--- config.mk ---
export PLATFORM = sky130hd
export DESIGN_NAME = perf_report_serializer_flat
export DESIGN_NICKNAME = d
export VERILOG_FILES = /design/src/rtl/perf_report_serializer_if.sv /design/src/rtl/perf_report_serializer.sv /design/src/flat_wrapper.sv
export SDC_FILE = /design/constraint.sdc
export NUM_CORES = 1
export LEC_CHECK = 0
export ABC_AREA = 1
export BUFFER_PORTS_ARGS = -buffer_cell sky130_fd_sc_hd__buf_2
export CAP_MARGIN = 20
export CORE_ASPECT_RATIO = 1.25
export CORE_MARGIN = 2
export CORE_UTILIZATION = 30
export CTS_CLUSTER_DIAMETER = 30
export DETAILED_ROUTE_END_ITERATION = 8
export HOLD_SLACK_MARGIN = 0.1
export SYNTH_ARGS = -nofsm -noshare
export SYNTH_HDL_FRONTEND = slang
export SYNTH_SLANG_ARGS = --single-unit
--- constraint.sdc ---
create_clock -name clk -period 5.89 [get_ports clk]
set_input_delay 1.178 -clock clk [delete_from_list [all_inputs] [get_ports clk]]
set_output_delay 1.178 -clock clk [all_outputs]
set_load 0.02 [all_outputs]
--- src/rtl/perf_report_serializer_if.sv ---
// Byte-wide valid/ready stream carrying performance report frames.
//   out_data  : frame byte, driven by the master
//   out_valid : out_data holds a byte waiting for acceptance
//   out_ready : slave accepts the presented byte this cycle
// Transfer happens on a rising clock edge where out_valid and out_ready are both 1.
interface perf_report_serializer_if;
  logic [7:0] out_data;
  logic       out_valid;
  logic       out_ready;

  modport master (output out_data, output out_valid, input out_ready);
  modport slave  (input out_data, input out_valid, output out_ready);
endinterface

--- src/rtl/perf_report_serializer.sv ---
// perf_report_serializer
//   Snapshots the runner's performance counters on each rising edge of done and
//   streams them as an 18-byte frame:
//     HEADER_BYTE, num_inst, num_noops, num_mispredicts, result (each MSB byte
//     first), then a checksum byte (XOR of the 16 payload bytes, or 8'h00 when
//     CSUM_EN is 0).
// Ports
//   clk               system clock, all state on posedge
//   rst               asynchronous, active-high reset
//   done_i            runner completion flag (level); a rising edge starts a frame
//   num_inst_i        instruction count
//   num_noops_i       noop count
//   num_mispredicts_i mispredict count
//   result_i          program result register
//   out_if            byte stream (master side)
//   busy_o            frame in progress
//   frame_count_o     completed frames, wraps 255->0
//   overrun_o         sticky: done rose while a frame was in progress
module perf_report_serializer #(
  parameter logic [7:0] HEADER_BYTE = 8'hA5,
  parameter bit         CSUM_EN     = 1'b1
) (
  input  logic                     clk,
  input  logic                     rst,
  input  logic                     done_i,
  input  logic [31:0]              num_inst_i,
  input  logic [31:0]              num_noops_i,
  input  logic [31:0]              num_mispredicts_i,
  input  logic [31:0]              result_i,
  perf_report_serializer_if.master out_if,
  output logic                     busy_o,
  output logic [7:0]               frame_count_o,
  output logic                     overrun_o
);

  typedef enum logic [1:0] {IDLE, HDR, PAY, CSUM} state_t;

  state_t       state_q;
  logic         done_q;
  logic [127:0] payload_q;   // snapshot; shifts left one byte per payload transfer
  logic [3:0]   idx_q;       // payload byte index 0..15
  logic [7:0]   csum_q;      // XOR of payload bytes already sent
  logic [7:0]   data_q;
  logic         valid_q;
  logic         busy_q;
  logic         overrun_q;
  logic [7:0]   frame_count_q;

  logic         start;
  logic         xfer;
  logic [7:0]   csum_d;

  assign start  = done_i & ~done_q;
  assign xfer   = valid_q & out_if.out_ready;
  // Running XOR including the payload byte being transferred right now.
  assign csum_d = csum_q ^ data_q;

  assign out_if.out_data  = data_q;
  assign out_if.out_valid = valid_q;
  assign busy_o           = busy_q;
  assign frame_count_o    = frame_count_q;
  assign overrun_o        = overrun_q;

  always_ff @(posedge clk or posedge rst) begin
    if (rst) begin
      state_q       <= IDLE;
      // Treat done as already high so a level held through reset release
      // does not start a frame.
      done_q        <= 1'b1;
      payload_q     <= '0;
      idx_q         <= '0;
      csum_q        <= '0;
      data_q        <= '0;
      valid_q       <= 1'b0;
      busy_q        <= 1'b0;
      overrun_q     <= 1'b0;
      frame_count_q <= '0;
    end else begin
      done_q <= done_i;
      case (state_q)
        IDLE: begin
          if (start) begin
            payload_q <= {num_inst_i, num_noops_i, num_mispredicts_i, result_i};
            csum_q    <= '0;
            idx_q     <= '0;
            data_q    <= HEADER_BYTE;
            valid_q   <= 1'b1;
            busy_q    <= 1'b1;
            state_q   <= HDR;
          end
        end
        HDR: begin
          if (start) overrun_q <= 1'b1;
          if (xfer) begin
            data_q  <= payload_q[127:120];
            idx_q   <= '0;
            state_q <= PAY;
          end
        end
        PAY: begin
          if (start) overrun_q <= 1'b1;
          if (xfer) begin
            csum_q    <= csum_d;
            payload_q <= {payload_q[119:0], 8'h00};
            if (idx_q == 4'd15) begin
              data_q  <= CSUM_EN ? csum_d : 8'h00;
              state_q <= CSUM;
            end else begin
              data_q <= payload_q[119:112];
              idx_q  <= idx_q + 4'd1;
            end
          end
        end
        CSUM: begin
          if (xfer) begin
            frame_count_q <= frame_count_q + 8'd1;
            // A start coinciding with the final transfer chains straight into
            // the next header with no idle cycle.
            if (start) begin
              payload_q <= {num_inst_i, num_noops_i, num_mispredicts_i, result_i};
              csum_q    <= '0;
              idx_q     <= '0;
              data_q    <= HEADER_BYTE;
              state_q   <= HDR;
            end else begin
              data_q  <= '0;
              valid_q <= 1'b0;
              busy_q  <= 1'b0;
              state_q <= IDLE;
            end
          end else if (start) begin
            overrun_q <= 1'b1;
          end
        end
        default: state_q <= IDLE;
      endcase
    end
  end

endmodule

--- src/flat_wrapper.sv ---
// flat-port wrapper written by rule: the top's interface ports become plain ports
module perf_report_serializer_flat 
#(
  parameter logic [7:0] HEADER_BYTE = 8'hA5,
  parameter bit         CSUM_EN     = 1'b1
)
  (clk, rst, done_i, num_inst_i, num_noops_i, num_mispredicts_i, result_i, busy_o, frame_count_o, overrun_o, out_if_out_data, out_if_out_valid, out_if_out_ready);
  perf_report_serializer_if out_if_i ();
  input  logic clk;
  input  logic rst;
  input  logic done_i;
  input  logic [31:0] num_inst_i;
  input  logic [31:0] num_noops_i;
  input  logic [31:0] num_mispredicts_i;
  input  logic [31:0] result_i;
  output logic busy_o;
  output logic [7:0] frame_count_o;
  output logic overrun_o;
  output wire logic [$bits(out_if_i.out_data)-1:0] out_if_out_data;
  output wire logic [$bits(out_if_i.out_valid)-1:0] out_if_out_valid;
  input wire logic [$bits(out_if_i.out_ready)-1:0] out_if_out_ready;
  assign out_if_out_data = out_if_i.out_data;
  assign out_if_out_valid = out_if_i.out_valid;
  assign out_if_i.out_ready = out_if_out_ready;
  perf_report_serializer #(.HEADER_BYTE(HEADER_BYTE), .CSUM_EN(CSUM_EN)) u_core (.clk(clk), .rst(rst), .done_i(done_i), .num_inst_i(num_inst_i), .num_noops_i(num_noops_i), .num_mispredicts_i(num_mispredicts_i), .result_i(result_i), .out_if(out_if_i), .busy_o(busy_o), .frame_count_o(frame_count_o), .overrun_o(overrun_o));
endmodule
==> results of run 1 <==
[layout by cell type (no fill, tap or decap), types with 2 or more instances in the layout]
cell         n
nor2_1      19
mux2i_1    117
inv_6        8
clkbuf_16   17
dfrtp_1    160
buf_2      150
inv_1       32
ha_1         6
buf_4        6
clkinv_4     2
a21oi_1      5
o21ai_2      7
a21boi_0     3
xor2_1       8
o21ai_0     90
o211ai_1     2
nand2_1    240
bufinv_16    4
nand3_1     18
xnor2_1      4
o21ai_1     43
nand4_1      9
[final timing paths]
check                                                    from                          endpoint  depth (start not counted)
worst max-delay path            u_core.state_q[0]$_DFFE_PP0P_   u_core.payload_q[9]$_DFFE_PP0P_                          7
worst min-delay path             u_core.overrun_o$_DFFE_PP0P_      u_core.overrun_o$_DFFE_PP0P_                          1
worst max register to register  u_core.state_q[0]$_DFFE_PP0P_   u_core.payload_q[9]$_DFFE_PP0P_                          7
worst min register to register   u_core.overrun_o$_DFFE_PP0P_      u_core.overrun_o$_DFFE_PP0P_                          1
max in group asynchronous                                 rst  u_core.payload_q[30]$_DFFE_PP0P_                          3
min in group asynchronous                                 rst  u_core.payload_q[39]$_DFFE_PP0P_                          2
[power by group through the flow]
stage               clock network (mW)  logic, mW  registers [mW]
finish                            1.24      0.135            1.17
global route                      1.30      0.158            1.18
CTS                               1.26      0.140            1.17
detailed placement                   0      0.140            1.19
global placement                     0      0.137            1.19
floorplan                            0     0.0733            1.18
[sequential cells by signal, indices dropped and copies added (netlist names)]
signal                   cells
u_core.out_if.out_valid      1
u_core.overrun_o             1
u_core.csum_q                8
u_core.idx_q                 4
u_core.out_if.out_data       8
u_core.done_q                1
u_core.frame_count_o         8
u_core.state_q               2
u_core.payload_q           128
[final cells by class]
class | count | area, µm² | area share, %
Tap cell | 335 | 419 | 4.48
Clock buffer | 17 | 425 | 4.55
Inverter | 34 | 133 | 1.42
Clock inverter | 15 | 218 | 2.33
Sequential cell | 161 | 4030 | 43.1
Timing Repair Buffer | 156 | 796 | 8.51
Multi-Input combinational cell | 577 | 3330 | 35.6
[per-layer routing]
layer / vias up / global-route usage, % / share of wire [%]
met5: - / 0 / 0.070
met3: 14 / 3.85 / 5.3
met1: 2727 / 18.7 / 47
li1: 2978 / - / -
met4: 2 / 3.62 / 0.99
met2: 122 / 23.1 / 47
[logic make-up (layout without fill, tap and decap cells)]
family                   Yosys count  count (layout)
XOR/XNOR                          12              12
flip-flops                       161             161
buffers and inverters             83             222
multiplexers                     117             117
AND/OR/NAND/NOR                  290             290
AO/OA/AOI/OAI                    151             151
adder cells (fa/ha/maj)            7               7
[metrics by stage]
step,worst slack (ns),cells
after global routing,2.26,1295
final,2.67,1295
after global placement,2.52,1263
after CTS,2.60,1295
after floorplan,0.365,821
after detailed placement,2.43,1263
[critical path, stage by stage, from the launching register on]
cell	delay, ns
dfrtp_1	0.43
inv_1	0.14
ha_4	0.30
inv_2	0.32
a21oi_1	0.17
nand2_4	0.60
buf_4	0.82
o21ai_0	0.19
==> results.sh, run 1 <==
export IMPL_outcome="complete, no violations"
export IMPL_worstSetupStartpointType="register"
export IMPL_period_minus_slack_ns=3.22
export IMPL_maxCapViolations=0
export IMPL_ioPinCount=151
export IMPL_synth_fa_ha_area_share_pct=1.13
export IMPL_ys_warn_count=0
export IMPL_vias_per_cell=4.51
export IMPL_cts_resized=0
export IMPL_ys_flop_type="dfrtp_1"
export IMPL_htreeDepth=4
export IMPL_insertion_delay_ns=0.43
export IMPL_synth_cell_types=26
export IMPL_remaining_drc_errors=0
export IMPL_pwr_share_comb_pct=5.3
export IMPL_diodes=0
export IMPL_max_slew_margin_pct=33.7
export IMPL_hold_path_class="register to register"
export IMPL_coreArea_um2=25400
export IMPL_first_iter_violations=321
export IMPL_grt_usage_pct=14.1
export IMPL_critPathKind="register to register"
export IMPL_synthXorXnorAreaFrac_pct=1.35
export IMPL_required_ns=6.16
export IMPL_grt_pass1_vias=5786
export IMPL_yosysTopAreaCellShare_pct=51.5
export IMPL_max_freq_mhz=310
export IMPL_clk_pin_slew_ns=0.08
export IMPL_drt_pass1_iterations=4
export IMPL_chipWidth_um=148
export IMPL_synth_top_family_by_area="multiplexers"
export IMPL_holdBufCountCts=0
export IMPL_routed_wl_mm=18.7
export IMPL_grt_max_degree=105
export IMPL_synth_enable_flop_cells=0
export IMPL_setup_tns_ns=0
export IMPL_power_frac_clock_pct=48.6
export IMPL_synthMuxAreaShare_pct=15.1
export IMPL_antenna_found_initial=1
export IMPL_die_h_um=184
export IMPL_vias=5843
export IMPL_cts_root_buffer="clkbuf_16"
export IMPL_post_dp_hpwl_mm=13.0
export IMPL_numCtsBuffers=17
export IMPL_n_fill_cell=2640
export IMPL_slew_viol_final=0
export IMPL_syn_nets=960
export IMPL_synth_most_common_cell="nand2_1"
export IMPL_place_area_um2=8700
export IMPL_ys_top_cells_by_area="dfrtp_1 (52%), mux2i_1 (15%), nand2_1 (12%)"
export IMPL_rsz0062_at_grt="no"
export IMPL_p_int_mw=1.94
export IMPL_async_flop_share_pct=100
export IMPL_drive_gt1_share_pct=21.0
export IMPL_yosys_area_share_simple_pct=14.7
export IMPL_rows=65
export IMPL_grt_pass1_wl_mm=30.3
export IMPL_gp_congestion=0.833
export IMPL_clock_sinks=161
export IMPL_synth_compound_area_share_pct=10.3
export IMPL_final_cell_area_um2=9350
export IMPL_whs_ns=0.474
export IMPL_layout_nets=1086
export IMPL_antenna_left=0
export IMPL_tightest_slew_ns=0.994
export IMPL_synth_seq_area_share_pct=51.9
export IMPL_clock_path_buffers=2
export IMPL_p_sw_mw=0.606
export IMPL_port_buffers=150
export IMPL_netSwitchingFraction_pct=23.8
export IMPL_hold_violations=0
export IMPL_fin_total_pwr_mw=2.54
export IMPL_p_per_area_nw_per_um2=272
export IMPL_fin_crit_sh_pct=54.7
export IMPL_post_drt_wl_per_cell_um=14.4
export IMPL_dieArea_um2=27200
export IMPL_setup_viol=0
export IMPL_syn_to_final_growth_pct=20.3
export IMPL_fin_skew_ns=0.00901
export IMPL_final_util_pct=36.8
export IMPL_peakVddDrop_v=0.000184
export IMPL_worst_ep_arrival_time_ns=3.49
export IMPL_postCtsSetupBuffers=0
export IMPL_tritoncts="yes"
export IMPL_start_util_pct=30.6
export IMPL_synth_seq_cells=161
export IMPL_ff2ff_setup_slack_ns=2.67
export IMPL_path_max_fanout=104
export IMPL_synth_commonest_cells="nand2_1 (241), dfrtp_1 (160), mux2i_1 (117)"
export IMPL_yosysTopAreaCell="dfrtp_1"
export IMPL_endpoint_kind="register"
export IMPL_p_leak_nw=4.40
export IMPL_grt_remaining_overflow=0
export IMPL_synth_avg_cell_area_um2=9.46
export IMPL_p_seq_share_pct=46.1
export IMPL_syn_inst=821
export IMPL_netlist_area_um2=7770
Note: power is estimated with default switching activity, not from simulation.
==> inputs of run 2 (changes only) <==
clock period = 3.15 ns   (was 5.89 ns; I/O delays follow)
==> run 2 against run 1 <==
Clock power is 81% higher. Clock skew is 0.0012 ns higher. Die area stayed put. Sequential share of layout area is 0.17 points lower. Power is 85% higher. Setup slack worse by 1.7 ns. Register-to-register slack worse by 1.7 ns. Global-route usage is 0.14 points lower. Critical path type unchanged.
==> results.sh, run 2 (synthesis gave the netlist of run 1 again) <==
export IMPL_outcome="complete, no violations"
export IMPL_p_leak_nw=4.40
export IMPL_grt_remaining_overflow=0
export IMPL_final_cell_mix="nand2_1 (240), dfrtp_1 (160), buf_2 (150)"
export IMPL_setup_tns_ns=0
export IMPL_whs_ns=0.271
export IMPL_dp_cells=1263
export IMPL_final_util_pct=37.0
export IMPL_grt_pass1_vias=5674
export IMPL_post_drt_wl_per_cell_um=14.4
export IMPL_die_h_um=184
export IMPL_fin_ws_ns=0.919
export IMPL_largest_register_ffs=128
export IMPL_vias=5858
export IMPL_grt_usage_pct=14.0
export IMPL_chipWidth_um=148
export IMPL_required_ns=3.41
export IMPL_setup_viol=0
export IMPL_cts_root_buffer="clkbuf_16"
export IMPL_dieArea_um2=27200
export IMPL_numCtsBuffers=17
export IMPL_peakVddDrop_v=0.000338
export IMPL_layout_nets=1086
export IMPL_worst_ep_arrival_time_ns=2.49
export IMPL_worstSetupStartpointType="register"
export IMPL_endpoint_kind="register"
export IMPL_vias_per_cell=4.52
export IMPL_first_iter_violations=273
export IMPL_drt_pass1_iterations=4
export IMPL_clock_path_buffers=2
export IMPL_final_cell_area_um2=9380
export IMPL_clk_pin_slew_ns=0.06
export IMPL_grt_use_met3_pct=3.50
export IMPL_post_dp_hpwl_mm=12.8
export IMPL_holdBufCountCts=0
export IMPL_use_met2_pct=22.2
export IMPL_rsz0062_at_grt="no"
export IMPL_hold_path_class="input pin to async pin"
export IMPL_maxCapViolations=0
export IMPL_tritoncts="yes"
export IMPL_fin_crit_sh_pct=70.8
export IMPL_instances_no_fill=1296
export IMPL_busiest_layer="met2"
export IMPL_coreArea_um2=25400
export IMPL_path_buf_inv=3
export IMPL_fin_skew_ns=0.0102
export IMPL_antenna_found_initial=2
export IMPL_grt_max_degree=189
export IMPL_port_buffers=150
export IMPL_insertion_delay_ns=0.42
export IMPL_cts_resized=0
export IMPL_top_register="u_core.payload_q"
export IMPL_remaining_drc_errors=0
export IMPL_max_freq_mhz=448
export IMPL_antenna_left=0
export IMPL_routed_wl_mm=18.7
export IMPL_met1_usage_pct=19.1
export IMPL_path_max_fanout=188
export IMPL_place_area_um2=8750
export IMPL_dpl_worst_slack_ns=0.923
export IMPL_drive_gt1_share_pct=20.5
export IMPL_rows=65
export IMPL_clock_sinks=161
export IMPL_slew_viol_final=0
export IMPL_syn_to_final_growth_pct=20.8
export IMPL_final_common_cell="nand2_1"
export IMPL_ioPinCount=151
export IMPL_path_delay_family="buffers and inverters"
export IMPL_path_cells="inv_1 > ha_4 > inv_2 > a21oi_1 > nand2_4 > buf_12 > o21ai_0"
export IMPL_critPathKind="register to register"
export IMPL_slowest_delay_ns=0.46
export IMPL_postCtsSetupBuffers=0
export IMPL_fin_total_pwr_mw=4.70
export IMPL_hold_violations=0
export IMPL_p_per_area_nw_per_um2=501
export IMPL_period_minus_slack_ns=2.23
export IMPL_slowest_stage="buf_12"
export IMPL_max_slew_margin_pct=36.4
export IMPL_gp_congestion=0.784
export IMPL_htreeDepth=4
export IMPL_tightest_slew_ns=0.954
export IMPL_grt_pass1_wl_mm=30.2
export IMPL_n_fill_cell=2609
export IMPL_start_util_pct=30.6
## run 2: changes by cell type in the layout (fill, tap and decap cells not counted), sizes merged
cell,change
inv,-9
clkbuf,+5
clkinvlp,+1
diode,+1
clkinv,+2
bufinv,+1
## run 2: worst reg2reg max path, delay by kind of cell (launching register included)
| kind | cells | cell delay, ns |
|---|---|---|
| AND/OR/NAND/NOR | 1 | 0.11 |
| buffers and inverters | 3 | 0.86 |
| adder cells (fa/ha/maj) | 1 | 0.21 |
| AO/OA/AOI/OAI | 2 | 0.48 |
| flip-flops | 1 | 0.42 |
## run 2: worst paths after layout
check / start / endpoint / slack (ns) / cells past startpoint
worst min-delay path: rst / u_core.frame_count_o[7]$_DFFE_PP0P_ / 0.27 / 2
worst max register to register: u_core.state_q[0]$_DFFE_PP0P_ / u_core.payload_q[47]$_DFFE_PP0P_ / 0.92 / 7
max in group asynchronous: rst / u_core.payload_q[36]$_DFFE_PP0P_ / 2.07 / 3
worst max-delay path: u_core.state_q[0]$_DFFE_PP0P_ / u_core.payload_q[47]$_DFFE_PP0P_ / 0.92 / 7
worst min register to register: u_core.overrun_o$_DFFE_PP0P_ / u_core.overrun_o$_DFFE_PP0P_ / 0.48 / 1
min in group clk: done_i / u_core.done_q$_DFF_PP1_ / 0.35 / 1
## run 2: report_power, final
part           internal [mW]  leakage, nW  switching, mW  total, mW
Clock                   1.41        0.302          0.840       2.25
Sequential              2.15         1.90         0.0498       2.20
Combinational          0.125         2.21          0.129      0.254
Total                   3.68         4.40           1.02       4.70
## run 2: layout make-up
class / instances / area [µm²] / share of cell area [%]
Sequential cell: 161 / 4030 / 42.9
Antenna cell: 1 / 2.50 / 0.0267
Timing Repair Buffer: 156 / 846 / 9.01
Clock buffer: 22 / 444 / 4.73
Inverter: 34 / 131 / 1.40
Multi-Input combinational cell: 577 / 3330 / 35.4
Tap cell: 335 / 419 / 4.47
Clock inverter: 10 / 185 / 1.97
## run 2: metal layers
| layer | up-vias | wire length, µm |
|---|---|---|
| li1 | 2981 | - |
| met1 | 2732 | 8740 |
| met2 | 126 | 8730 |
| met3 | 17 | 869 |
| met4 | 2 | 316 |
| met5 | - | 13 |
